===== config.mk =====
export PLATFORM = sky130hd
export DESIGN_NAME = sram_ctrl_64x64_flat
export DESIGN_NICKNAME = d
export VERILOG_FILES = /design/src/rtl/sram_ctrl_pkg.sv /design/src/rtl/sram_ctrl_64x64_if.sv /design/src/rtl/sram_resp_fifo.sv /design/src/rtl/sram_ctrl_64x64.sv /design/src/flat_wrapper.sv
export SDC_FILE = /design/constraint.sdc
export NUM_CORES = 1
export LEC_CHECK = 0
export CAP_MARGIN = 15
export CORE_UTILIZATION = 39
export CTS_CLUSTER_DIAMETER = 50
export DETAILED_ROUTE_END_ITERATION = 10
export GPL_TIMING_DRIVEN = 1
export PLACE_DENSITY = 0.77
export SLEW_MARGIN = 20
export SYNTH_ARGS = -nofsm -noshare
export SYNTH_HDL_FRONTEND = slang
export SYNTH_SLANG_ARGS = --single-unit

===== constraint.sdc =====
create_clock -name CLK -period 5.3 [get_ports CLK]
set_input_delay 1.325 -clock CLK [delete_from_list [all_inputs] [get_ports CLK]]
set_output_delay 1.325 -clock CLK [all_outputs]
set_load 0.05 [all_outputs]

===== src/rtl/sram_ctrl_pkg.sv =====
// Shared constants and FSM state type for the 64x64 SRAM controller.
package sram_ctrl_pkg;

    localparam int DW    = 64;
    localparam int DEPTH = 64;
    localparam int AW    = 6;

    typedef enum logic {
        INIT = 1'b0,
        RUN  = 1'b1
    } state_t;

endpackage


===== src/rtl/sram_ctrl_64x64_if.sv =====
// Request/response handshake bundle between a client and the SRAM controller.
interface sram_ctrl_64x64_if #(
    parameter int DW = sram_ctrl_pkg::DW,
    parameter int AW = sram_ctrl_pkg::AW
);
    import sram_ctrl_pkg::*;

    logic          req_valid;
    logic          req_ready;
    logic          req_write;
    logic [AW-1:0] req_addr;
    logic [DW-1:0] req_wdata;
    logic          resp_valid;
    logic          resp_ready;
    logic [DW-1:0] resp_rdata;
    logic          init_done;

    modport master (
        output req_valid, req_write, req_addr, req_wdata, resp_ready,
        input  req_ready, resp_valid, resp_rdata, init_done
    );

    modport slave (
        input  req_valid, req_write, req_addr, req_wdata, resp_ready,
        output req_ready, resp_valid, resp_rdata, init_done
    );

endinterface


===== src/rtl/sram_resp_fifo.sv =====
// Two-entry registered response queue; a push into a full queue is taken when a pop
// happens in the same cycle.
module sram_resp_fifo #(
    parameter int DW = sram_ctrl_pkg::DW
) (
    input  logic          CLK,
    input  logic          RSTB,
    input  logic          push,
    input  logic [DW-1:0] push_data,
    input  logic          pop,
    output logic [DW-1:0] pop_data,
    output logic          full,
    output logic          empty
);
    import sram_ctrl_pkg::*;

    logic [DW-1:0] slot_q [2];
    logic          wr_q;
    logic          rd_q;
    logic [1:0]    count_q;
    logic          do_push;
    logic          do_pop;

    assign full     = (count_q == 2'd2);
    assign empty    = (count_q == 2'd0);
    assign do_pop   = pop && !empty;
    assign do_push  = push && (!full || do_pop);
    assign pop_data = slot_q[rd_q];

    always_ff @(posedge CLK or negedge RSTB) begin
        if (!RSTB) begin
            slot_q[0] <= '0;
            slot_q[1] <= '0;
            wr_q      <= 1'b0;
            rd_q      <= 1'b0;
            count_q   <= 2'd0;
        end else begin
            if (do_push) begin
                slot_q[wr_q] <= push_data;
                wr_q         <= ~wr_q;
            end
            if (do_pop) begin
                rd_q <= ~rd_q;
            end
            count_q <= count_q + {1'b0, do_push} - {1'b0, do_pop};
        end
    end

endmodule


===== src/rtl/sram_ctrl_64x64.sv =====
// Single-port SRAM macro controller: zero-fills the macro after reset, then serves
// reads and writes with an ordered two-deep read response queue.
//
// state | meaning
// INIT  | writing zero to every word, one address per cycle; requests refused
// RUN   | requests forwarded to the macro; read data queued for the client
module sram_ctrl_64x64 #(
    parameter int DW    = sram_ctrl_pkg::DW,
    parameter int DEPTH = sram_ctrl_pkg::DEPTH,
    parameter int AW    = sram_ctrl_pkg::AW
) (
    input  logic             CLK,
    input  logic             RSTB,
    sram_ctrl_64x64_if.slave bus,
    output logic             SRAM_CEB,
    output logic             SRAM_WEB,
    output logic [AW-1:0]    SRAM_A,
    output logic [DW-1:0]    SRAM_D,
    input  logic [DW-1:0]    SRAM_Q
);
    import sram_ctrl_pkg::*;

    localparam logic [AW-1:0] LAST_ADDR = AW'(DEPTH - 1);

    state_t        state_q;
    state_t        state_d;
    logic [AW-1:0] ptr_q;
    logic [AW-1:0] ptr_d;
    logic [AW-1:0] a_q;
    logic [DW-1:0] d_q;
    logic          rd_inflight_q;

    logic          run;
    logic          ready;
    logic          accept;
    logic          mem_en;
    logic          mem_we;
    logic [AW-1:0] mem_a;
    logic [DW-1:0] mem_d;

    logic          fifo_pop;
    logic          fifo_full;
    logic          fifo_empty;
    logic [DW-1:0] fifo_rdata;
    logic [1:0]    buffered;
    logic [2:0]    pending;

    // A pop in this cycle frees a slot, which keeps reads streaming at one per cycle.
    assign buffered = fifo_full ? 2'd2 : {1'b0, ~fifo_empty};
    assign pending  = {1'b0, buffered} + {2'b0, rd_inflight_q} - {2'b0, fifo_pop};
    assign fifo_pop = !fifo_empty && bus.resp_ready;

    assign run    = (state_q == RUN);
    assign ready  = run && (bus.req_write || (pending < 3'd2));
    assign accept = bus.req_valid && ready;

    always_comb begin
        state_d = state_q;
        ptr_d   = ptr_q;
        mem_en  = 1'b0;
        mem_we  = 1'b0;
        mem_a   = a_q;
        mem_d   = d_q;
        case (state_q)
            INIT: begin
                mem_en = 1'b1;
                mem_we = 1'b1;
                mem_a  = ptr_q;
                mem_d  = '0;
                ptr_d  = ptr_q + 1'b1;
                if (ptr_q == LAST_ADDR) begin
                    state_d = RUN;
                end
            end
            RUN: begin
                if (accept) begin
                    mem_en = 1'b1;
                    mem_we = bus.req_write;
                    mem_a  = bus.req_addr;
                    mem_d  = bus.req_wdata;
                end
            end
            default: state_d = INIT;
        endcase
    end

    always_ff @(posedge CLK or negedge RSTB) begin
        if (!RSTB) begin
            state_q       <= INIT;
            ptr_q         <= '0;
            a_q           <= '0;
            d_q           <= '0;
            rd_inflight_q <= 1'b0;
        end else begin
            state_q       <= state_d;
            ptr_q         <= ptr_d;
            rd_inflight_q <= accept && !bus.req_write;
            if (mem_en) begin
                a_q <= mem_a;
                d_q <= mem_d;
            end
        end
    end

    // INIT drives the macro combinationally, so reset must mask the strobes directly.
    assign SRAM_CEB = ~(mem_en & RSTB);
    assign SRAM_WEB = ~(mem_we & RSTB);
    assign SRAM_A   = mem_a;
    assign SRAM_D   = mem_d;

    sram_resp_fifo #(
        .DW (DW)
    ) u_resp_fifo (
        .CLK       (CLK),
        .RSTB      (RSTB),
        .push      (rd_inflight_q),
        .push_data (SRAM_Q),
        .pop       (fifo_pop),
        .pop_data  (fifo_rdata),
        .full      (fifo_full),
        .empty     (fifo_empty)
    );

    assign bus.req_ready  = ready;
    assign bus.resp_valid = !fifo_empty;
    assign bus.resp_rdata = fifo_rdata;
    assign bus.init_done  = run;

endmodule


===== src/flat_wrapper.sv =====
// flat-port wrapper written by rule: the top's interface ports become plain ports
module sram_ctrl_64x64_flat import sram_ctrl_pkg::*;
#(
    parameter int DW    = sram_ctrl_pkg::DW,
    parameter int DEPTH = sram_ctrl_pkg::DEPTH,
    parameter int AW    = sram_ctrl_pkg::AW
)
  (CLK, RSTB, SRAM_CEB, SRAM_WEB, SRAM_A, SRAM_D, SRAM_Q, bus_req_valid, bus_req_write, bus_req_addr, bus_req_wdata, bus_resp_ready, bus_req_ready, bus_resp_valid, bus_resp_rdata, bus_init_done);
  sram_ctrl_64x64_if #(.DW(DW), .AW(AW)) bus_i ();
  input  logic CLK;
  input  logic RSTB;
  output logic SRAM_CEB;
  output logic SRAM_WEB;
  output logic [AW-1:0] SRAM_A;
  output logic [DW-1:0] SRAM_D;
  input  logic [DW-1:0] SRAM_Q;
  input wire logic [$bits(bus_i.req_valid)-1:0] bus_req_valid;
  input wire logic [$bits(bus_i.req_write)-1:0] bus_req_write;
  input wire logic [$bits(bus_i.req_addr)-1:0] bus_req_addr;
  input wire logic [$bits(bus_i.req_wdata)-1:0] bus_req_wdata;
  input wire logic [$bits(bus_i.resp_ready)-1:0] bus_resp_ready;
  output wire logic [$bits(bus_i.req_ready)-1:0] bus_req_ready;
  output wire logic [$bits(bus_i.resp_valid)-1:0] bus_resp_valid;
  output wire logic [$bits(bus_i.resp_rdata)-1:0] bus_resp_rdata;
  output wire logic [$bits(bus_i.init_done)-1:0] bus_init_done;
  assign bus_i.req_valid = bus_req_valid;
  assign bus_i.req_write = bus_req_write;
  assign bus_i.req_addr = bus_req_addr;
  assign bus_i.req_wdata = bus_req_wdata;
  assign bus_i.resp_ready = bus_resp_ready;
  assign bus_req_ready = bus_i.req_ready;
  assign bus_resp_valid = bus_i.resp_valid;
  assign bus_resp_rdata = bus_i.resp_rdata;
  assign bus_init_done = bus_i.init_done;
  sram_ctrl_64x64 #(.DW(DW), .DEPTH(DEPTH), .AW(AW)) u_core (.CLK(CLK), .RSTB(RSTB), .bus(bus_i), .SRAM_CEB(SRAM_CEB), .SRAM_WEB(SRAM_WEB), .SRAM_A(SRAM_A), .SRAM_D(SRAM_D), .SRAM_Q(SRAM_Q));
endmodule

==> metrics.txt <==
# TYPE chip_impl_metric gauge
chip_impl_metric{name="io_buffer_count",unit=""} 277
chip_impl_metric{name="synth_area_per_cell",unit="sq um"} 11.8
chip_impl_metric{name="cts-root-to-sink-buffers",unit=""} 3
chip_impl_metric{name="period_share",unit=""} 0.992
chip_impl_metric{name="met3_length",unit="um"} 2960
chip_impl_metric{name="setup_viol_count_final",unit=""} 0
chip_impl_metric{name="hold_slack",unit="ns"} 0.488
chip_impl_metric{name="drt_wl_total",unit="um"} 32600
chip_impl_info{name="synth_top_cells_by_area",value="dfrtp_1, mux2_2, o211ai_1"} 1
chip_impl_metric{name="finalHoldViolations",unit=""} 0
chip_impl_metric{name="p_leak",unit="nW"} 7.57
chip_impl_metric{name="clk_transition_reported_paths",unit="ns"} 0.05
chip_impl_metric{name="worstPathMaxFanout",unit=""} 25
chip_impl_metric{name="seq_area_frac_synth",unit=""} 0.452
chip_impl_info{name="synth.cells.most_frequent",value="dfrtp_1, mux2_2, o211ai_1"} 1
chip_impl_metric{name="grt.total_usage",unit=""} 0.209
chip_impl_metric{name="drt_drc_violations_left",unit=""} 0
chip_impl_metric{name="cp.required",unit="ns"} 3.97
chip_impl_metric{name="final_layout_size_suffix_gt1_frac",unit=""} 0.322
chip_impl_metric{name="critical_path_arrival",unit="ns"} 3.93
chip_impl_metric{name="insertion_delay",unit="ns"} 0.54
chip_impl_metric{name="n_fill_cell",unit=""} 2340
chip_impl_metric{name="antenna_found_initial",unit=""} 1
chip_impl_metric{name="cts_hold_buf",unit=""} 0
chip_impl_metric{name="first_global_vias",unit=""} 9802
chip_impl_metric{name="timing.fmax",unit="GHz"} 0.190
chip_impl_metric{name="design.portCount",unit=""} 278
chip_impl_metric{name="dr_total_vias",unit=""} 9500
chip_impl_metric{name="std_cell_rows",unit=""} 62
chip_impl_info{name="startpoint_type",value="input pin"} 1
chip_impl_metric{name="max_cap_viol_count",unit=""} 0
chip_impl_metric{name="cellPowerDensity",unit="mW/mm^2"} 230
chip_impl_metric{name="synth.lib_cells_used.distinct",unit=""} 38
chip_impl_metric{name="detail_route.first_pass.iterations",unit=""} 5
chip_impl_metric{name="die_x",unit="um"} 175
chip_impl_metric{name="clock_sink_count",unit=""} 210
chip_impl_info{name="setup.worst_path.class",value="in2out"} 1
chip_impl_metric{name="initial_utilization",unit=""} 0.400
chip_impl_metric{name="vias_per_cell",unit=""} 5.79
chip_impl_info{name="rsz0062_at_grt",value="yes"} 1
chip_impl_metric{name="dpl_worst_slack",unit="ns"} -0.627
chip_impl_metric{name="placed_cell_area",unit="sq mm"} 0.0156
chip_impl_metric{name="cts_htree_levels",unit=""} 1
chip_impl_metric{name="postSynthNetCount",unit=""} 1128
chip_impl_metric{name="yosys_register_bits",unit=""} 210
chip_impl_info{name="clock-root-buffer",value="clkbuf_16"} 1
chip_impl_metric{name="tightestPinTransition",unit="ns"} 0.859
chip_impl_metric{name="post_synth_inst_count",unit=""} 984
chip_impl_metric{name="floorplan.core_area",unit="sq mm"} 0.0290
chip_impl_info{name="run_status",value="finished, final reports clean"} 1
chip_impl_metric{name="grt_start_max_net_pins",unit=""} 111
chip_impl_info{name="synth.most_common_cell",value="dfrtp_1"} 1
chip_impl_metric{name="ys_warn_count",unit=""} 0
chip_impl_metric{name="dp.final_hpwl",unit="um"} 21000
chip_impl_info{name="synth_ff_type",value="dfrtp_1"} 1
chip_impl_metric{name="area_fraction_of_the_dominant_cell_type_after_synthesis",unit=""} 0.452
chip_impl_metric{name="number_of_cells_after_detailed_placement",unit=""} 1582
chip_impl_metric{name="tritoncts.num_buffers",unit=""} 31
chip_impl_info{name="tritoncts",value="built"} 1
chip_impl_metric{name="first_iter_violations",unit=""} 515
chip_impl_metric{name="finalWorstSetupSlack",unit="ns"} 0.0437
chip_impl_metric{name="die-area",unit="sq mm"} 0.0305
chip_impl_metric{name="final.min_clock_period",unit="ns"} 5.26
chip_impl_metric{name="timing_max_transition_violations_final",unit=""} 0
chip_impl_metric{name="final_cell_count_no_fill",unit=""} 1641
chip_impl_metric{name="synth_enable_flop_cells",unit=""} 0
chip_impl_metric{name="fin_skew",unit="ns"} 0.00802
chip_impl_metric{name="netlist_area",unit="sq mm"} 0.0116
chip_impl_metric{name="met2_length",unit="um"} 15200
chip_impl_info{name="yosys.area.top_type",value="dfrtp_1"} 1
chip_impl_metric{name="gp_routability_congestion",unit=""} 0.812
chip_impl_metric{name="area_delta_synth_final",unit="%"} 43.3
chip_impl_metric{name="die_height",unit="um"} 175
chip_impl_metric{name="fin_nets",unit=""} 1376
chip_impl_metric{name="power.ir.vdd_worst",unit="mV"} 0.201
chip_impl_metric{name="route.detailed.wl_per_inst",unit="um"} 19.9
chip_impl_metric{name="synth-async-reset-ratio",unit=""} 1.00
chip_impl_metric{name="gr_ovfl_total",unit=""} 0
chip_impl_info{name="top_layer_used",value="met4"} 1
chip_impl_info{name="worst_hold_path_type",value="reg2reg"} 1
chip_impl_metric{name="ant_nets",unit=""} 0
chip_impl_metric{name="drt-met1-wl",unit="um"} 13800
chip_impl_metric{name="grt_first_pass_wirelength",unit="um"} 52000
chip_impl_metric{name="finalInstanceArea",unit="sq mm"} 0.0166
chip_impl_info{name="timing.critical_path.to_type",value="output pin"} 1
chip_impl_metric{name="max_slew_margin",unit=""} 0.428
cell usage in the layout, fill, tap and decap left out, types with 3 or more instances in the layout:
cell type,n
mux2_1,12
nand3_1,7
a311o_1,6
buf_4,32
o2111a_1,3
o221ai_1,6
dfrtp_1,208
a32oi_1,64
nor2_1,7
and3b_1,63
clkinvlp_4,6
o2111ai_1,4
clkbuf_8,6
o211ai_2,33
o211ai_1,158
a31oi_1,3
ha_1,3
clkdlybuf4s50_1,202
buf_12,82
and3_1,3
nand2_1,71
clkinv_4,3
inv_1,6
xnor2_1,7
mux2_2,181
nand2b_1,7
clkbuf_16,31
inv_6,6
report_power, final:
group,internal (mW),switching (mW),total [mW]
Sequential,1.60,0,1.60
Clock,1.25,0.787,2.04
Combinational,0.103,0.0856,0.188
final timing paths:
path / start / end / slack (ns) / depth (start not counted)
worst max register to register: u_core.u_resp_fifo.count_q[0] / u_core.d_q[41] / 2.18 / 10
worst min-delay path: u_core.u_resp_fifo.slot_q[10] / u_core.u_resp_fifo.slot_q[10] / 0.49 / 1
min in group asynchronous: RSTB / u_core.d_q[48] / 0.75 / 1
max in group asynchronous: RSTB / u_core.u_resp_fifo.slot_q[36] / 2.87 / 3
worst min register to register: u_core.u_resp_fifo.slot_q[10] / u_core.u_resp_fifo.slot_q[10] / 0.49 / 1
worst max-delay path: bus_resp_ready / SRAM_D[25] / 0.04 / 10
timing repair:
item,in CTS,in global routing
buffers inserted,0,0
pin swaps,2,1
gates cloned,1,0
resized for setup,7,2
setup endpoints to repair,72,4
registers in the layout, summed over array words and instances, names as in the netlist:
signal and count:
u_core.a_q 6, u_core.u_resp_fifo.wr_q 1, u_core.rd_inflight_q 1, u_core.d_q 64, u_core.bus.init_done 1, u_core.u_resp_fifo.rd_q 1
u_core.ptr_q 6, u_core.u_resp_fifo.slot_q 128, u_core.u_resp_fifo.count_q 2
worst max-delay path, stage by stage:
cell,delay [ns]
buf_4,0.14
and2_4,0.15
ha_4,0.21
nor2b_2,0.12
fa_1,0.45
or4b_4,0.60
o21a_4,0.21
buf_12,0.17
o211ai_1,0.23
bufbuf_16,0.32
metal layers:
metal,vias up,track usage
met2,337,0.339
met5,-,0
met4,0,0.0514
li1,4336,-
met3,56,0.0668
met1,4771,0.269
through the flow:
stage | TNS (ns) | power, mW | util
after floorplan | -3.50 | 1.66 | -
after global placement | -38.77 | 1.82 | 0.536
after detailed placement | -39.81 | 1.82 | 0.536
after CTS | 0 | 3.89 | 0.573
after global routing | -0.0372 | 3.97 | 0.574
final | 0 | 3.83 | 0.574
layout make-up:
type                    count  area, sq um  area share
well taps                 384          480      0.0289
flip-flops and latches    210         5260       0.316
clock buffers              37          848      0.0510
multi-input cells         663         5860       0.352
clock inverters            20          205      0.0123
inverters                   6         22.5     0.00135
repair buffers            320         3970       0.239
diodes                      1         2.50    0.000150
cell families after synthesis:
kind of cell	Yosys count	share of synthesized area
flops	210	0.452
compound gates	285	0.210
mux	193	0.187
simple gates	170	0.0889
buf+inv	112	0.0484
xor+xnor	9	0.00679
fa+ha+maj	5	0.00603
Power figures use the tool's default switching activity.
